--- src/rtl/delay_tap_ctrl.sv ---
// rtl/delay_tap_ctrl.sv - selects one of four delay-line taps and gates the output until the new line has flushed
module delay_tap_ctrl #(
  parameter int DEPTH0 = 30,
  parameter int DEPTH1 = 45,
  parameter int DEPTH2 = 60,
  parameter int DEPTH3 = 90,
  parameter int CNT_W  = 7
) (
  input  logic             clk,
  input  logic             rst_n,
  input  logic             ena,
  input  logic             sel_req_valid,
  input  logic [7:0]       sel_req,
  output logic             sel_ready,
  output logic [1:0]       tap_sel,
  output logic             mute,
  output logic             out_valid,
  output logic             sel_err,
  output logic [CNT_W-1:0] fill_cnt,
  output logic [7:0]       switch_cnt
);

  typedef enum logic {FILL, RUN} state_e;

  state_e           state_q, state_d;
  logic [1:0]       tap_q, tap_d;
  logic [CNT_W-1:0] fill_q, fill_d;
  logic             valid_q, valid_d;
  logic             err_q, err_d;
  logic [7:0]       sw_q, sw_d;

  logic [CNT_W-1:0] depth;
  logic             accept;
  logic             legal;
  logic             change;

  always_comb begin
    case (tap_q)
      2'd0:    depth = CNT_W'(DEPTH0);
      2'd1:    depth = CNT_W'(DEPTH1);
      2'd2:    depth = CNT_W'(DEPTH2);
      default: depth = CNT_W'(DEPTH3);
    endcase
  end

  assign accept = sel_req_valid & ena;
  assign legal  = (sel_req < 8'd4);
  assign change = accept & legal & (sel_req[1:0] != tap_q);

  // A legal tap change outranks a fill completing in the same cycle.
  always_comb begin
    state_d = state_q;
    tap_d   = tap_q;
    fill_d  = fill_q;
    valid_d = valid_q;
    sw_d    = sw_q;
    err_d   = accept & ~legal;
    if (change) begin
      state_d = FILL;
      tap_d   = sel_req[1:0];
      fill_d  = '0;
      valid_d = 1'b0;
      sw_d    = sw_q + 8'd1;
    end else if (ena && state_q == FILL) begin
      if (fill_q == depth - CNT_W'(1)) begin
        state_d = RUN;
        fill_d  = depth;
        valid_d = 1'b1;
      end else begin
        fill_d = fill_q + CNT_W'(1);
      end
    end
  end

  always_ff @(posedge clk or negedge rst_n) begin
    if (!rst_n) begin
      state_q <= FILL;
      tap_q   <= 2'd0;
      fill_q  <= '0;
      valid_q <= 1'b0;
      err_q   <= 1'b0;
      sw_q    <= 8'd0;
    end else begin
      state_q <= state_d;
      tap_q   <= tap_d;
      fill_q  <= fill_d;
      valid_q <= valid_d;
      err_q   <= err_d;
      sw_q    <= sw_d;
    end
  end

  assign sel_ready  = ena;
  assign tap_sel    = tap_q;
  assign out_valid  = valid_q;
  assign sel_err    = err_q;
  assign fill_cnt   = fill_q;
  assign switch_cnt = sw_q;
  assign mute       = ~valid_q | ~ena;

endmodule

--- config.mk ---
export PLATFORM = sky130hd
export DESIGN_NAME = delay_tap_ctrl
export DESIGN_NICKNAME = d
export VERILOG_FILES = /design/src/rtl/delay_tap_ctrl.sv
export SDC_FILE = /design/constraint.sdc
export NUM_CORES = 1
export LEC_CHECK = 0
export ABC_CLOCK_PERIOD_IN_PS = 4400
export BUFFER_PORTS_ARGS = -buffer_cell sky130_fd_sc_hd__buf_4
export CAP_MARGIN = 20
export CORE_MARGIN = 2
export CORE_UTILIZATION = 48
export DETAILED_ROUTE_END_ITERATION = 8
export PLACE_DENSITY = 0.84
export SYNTH_ARGS = -nofsm -noshare
export SYNTH_HDL_FRONTEND = slang
export SYNTH_SLANG_ARGS = --single-unit
--- constraint.sdc ---
create_clock -name clk -period 4.4 [get_ports clk]
set_input_delay 0.22 -clock clk [delete_from_list [all_inputs] [get_ports clk]]
set_output_delay 0.22 -clock clk [all_outputs]
set_load 0.05 [all_outputs]
==> reports/qor.yml <==
pwr:
  p_comb_frac: 0.520
  p_leak_nw: 0.658
  p_int_mw: 0.385
  fin_total_pwr_mw: 0.737
  powerDensity_mw_per_mm2: 510
  ir_worst_vdd_mv: 0.365
  p_sw_mw: 0.351
  clock_power_share: 0.123
  switching_share: 0.477
  p_seq_frac: 0.357
route:
  drt_iter0_drc: 14
  drc: 0
  top_layer: "met4"
  firstDrtPassIters: 4
  wl_per_cell_um: 14.1
  num_vias: 964
  dr_wl_met3_um: 131
  wl_met1_um: 1070
  vias_per_cell: 5.54
  wl_um: 2460
  antenna_left: 0
  wl_met2_um: 1220
place:
  place_congestion: 0.879
  portBuffers: 32
  dpl.hpwl_um: 1890
synth:
  yosysSeqAreaShare: 0.411
  synthCells: 113
  ys_types: 42
  ys_ff_latch: 19
  syn_area_per_cell_um2: 10.2
  synthFlopType: "dfrtp_1"
  ys_warn_count: 0
  syn_nets: 131
  synth_edf_count: 0
  async_reset_ff_frac: 1.00
  syn_area_mm2: 0.00116
cells_and_area:
  layout.nets: 165
  multi_input_area_um2: 648
  seqCellArea_um2: 475
  layout_common_cells: "buf_4 (32), dfrtp_1 (19), nor2_1 (10), xnor2_1 (8)"
  diodes: 0
  final_common_cell: "buf_4"
  synthToLayoutAreaGrowth_pct: 24.8
  layout-drive-gt1-share: 0.301
  nFillCells: 197
worst_setup_path:
  cp-start-kind: "register"
  path_cells: "inv_1 -> ha_1 -> nand2b_1 -> or3_4 -> a211oi_4 -> mux2i_1 -> a211oi_1"
  max_stage_delay_ns: 0.55
  crit_buf_inv: 1
  path_max_fanout: 16
  crit_path_end_kind: "register"
  crit_slowest_cell: "a211oi_4"
  cp.arrival_ns: 2.76
  critical_path.top_delay_family: "compound AO/OA/AOI/OAI gates"
  worstSetupPathType: "register to register"
  crit_required_ns: 4.61
clock_tree:
  cts_resized: 0
  clk_latency_ns: 0.30
  cts_buffers: 3
  cts_num_sinks: 19
  path_clk_slew_ns: 0.11
  cts-root-buf: "clkbuf_4"
  ctsHoldBuffers: 1
  ctsLongestPathBuffers: 2
  cts_tree: "done"
  post_cts_buffers: 0
  ctsHtreeMaxLevel: 1
global_route:
  grt_pass1_vias: 959
  grt_pass1_wl_um: 4280
  grt_max_degree: 20
  gr-usage-all-layers: 0.210
  antenna_found_initial: 0
  gr-total-overflow: 0
die:
  initial_core_util: 0.513
  dieHeight_um: 53.1
  rows: 17
  die_w_um: 53.1
  io_pins: 33
  die-area_mm2: 0.00282
  core_area_mm2: 0.00225
sta:
  worst_clock_skew_ns: 0.00154
  whs_ns: 0.129
  finalHoldViolCount: 0
  setup_tns_ns: 0
  max-slew-margin-rel: 0.616
  fmax_ghz: 0.391
  min_period_ns: 2.56
  final_max_slew_viol_count: 0
  rsz0062_at_grt: "no"
  tightest_slew_ns: 0.574
  period_share: 0.581
  setup_viol: 0
status:
  run_status: "finished, final reports clean"
flow_run:
  drv_cap: 0
worst_hold_path:
  hold_path.class: "input pin to register"
layer usage:
metal,track usage,vias up
met5,0,-
met1,0.266,455
met4,0.0769,0
li1,-,472
met3,0.0395,4
met2,0.354,33
cell usage after synthesis (all sizes together) (2+ instances only):
cell type | instances | area (um^2)
nor2 | 10 | 37.5
xnor2 | 9 | 86.3
a211oi | 2 | 27.5
buf | 3 | 22.5
nand3b | 3 | 22.5
nand2b | 2 | 12.5
ha | 6 | 75.1
o21ai | 4 | 20.0
a22oi | 3 | 22.5
a31oi | 5 | 31.3
nand2 | 6 | 22.5
xor2 | 6 | 52.6
and3 | 2 | 12.5
dfrtp | 19 | 475
and2 | 4 | 25.0
nand4 | 2 | 12.5
nor4 | 2 | 12.5
or4 | 3 | 25.0
inv | 2 | 7.51
nand3 | 5 | 25.0
power groups by stage:
| stage | combinational, mW | clock, mW | sequential (mW) |
|---|---|---|---|
| detailed placement | 0.384 | 0 | 0.267 |
| floorplan | 0.175 | 0 | 0.365 |
| global route | 0.413 | 0.105 | 0.271 |
| finish | 0.383 | 0.0906 | 0.263 |
| CTS | 0.386 | 0.0933 | 0.263 |
| global placement | 0.374 | 0 | 0.263 |
sequential cells by signal, summed over array words and instances, names as in the netlist:
name / count
fill_cnt: 7
out_valid: 1
sel_err: 1
switch_cnt: 8
tap_sel: 2
per-stage QoR:
stage | util | cells | worst slack [ns] | instance area, um^2
global placement | 0.624 | 169 | 2.04 | 1410
detailed placement | 0.624 | 169 | 1.86 | 1410
floorplan | - | 113 | 1.81 | 1160
finish | 0.640 | 174 | 1.84 | 1440
CTS | 0.640 | 174 | 1.84 | 1440
global route | 0.640 | 174 | 1.65 | 1440
worst min-delay path, cell delays in order:
cell	delay (ns)
buf_4	0.09
nand2_1	0.04
o21ai_0	0.06
path summary, 6_finish.rpt:
kind | start | endpoint | slack [ns] | cells after the start
max | tap_sel[0]$_DFFE_PN0P_ | fill_cnt[1]$_DFFE_PN0P_ | 1.84 | 7
min | sel_req[1] | tap_sel[1]$_DFFE_PN0P_ | 0.13 | 3
min reg2reg | switch_cnt[7]$_DFFE_PN0P_ | switch_cnt[7]$_DFFE_PN0P_ | 0.49 | 1
max in group asynchronous | rst_n | switch_cnt[0]$_DFFE_PN0P_ | 3.88 | 2
min in group asynchronous | rst_n | fill_cnt[3]$_DFFE_PN0P_ | 0.32 | 2
max reg2reg | tap_sel[0]$_DFFE_PN0P_ | fill_cnt[1]$_DFFE_PN0P_ | 1.84 | 7
kinds of logic (layout without fill, tap and decap cells):
group,Yosys count,after routing,synth area share
AOI/OAI and AO/OA,17,17,0.115
xor gates and xnor gates,15,15,0.120
adders and majority gates,6,6,0.0649
buffers and inverters,6,39,0.0292
DFF,19,19,0.411
muxes,2,2,0.0184
and+or+nand+nor,48,48,0.242
layout make-up:
cell class	instances	share of cell area
Clock buffer	3	0.0156
Clock inverter	1	0.00347
Inverter	2	0.00520
Multi-Input combinational cell	88	0.449
Sequential cell	19	0.329
Tap cell	28	0.0243
Timing Repair Buffer	33	0.173
(Power assumes the default switching activity.)
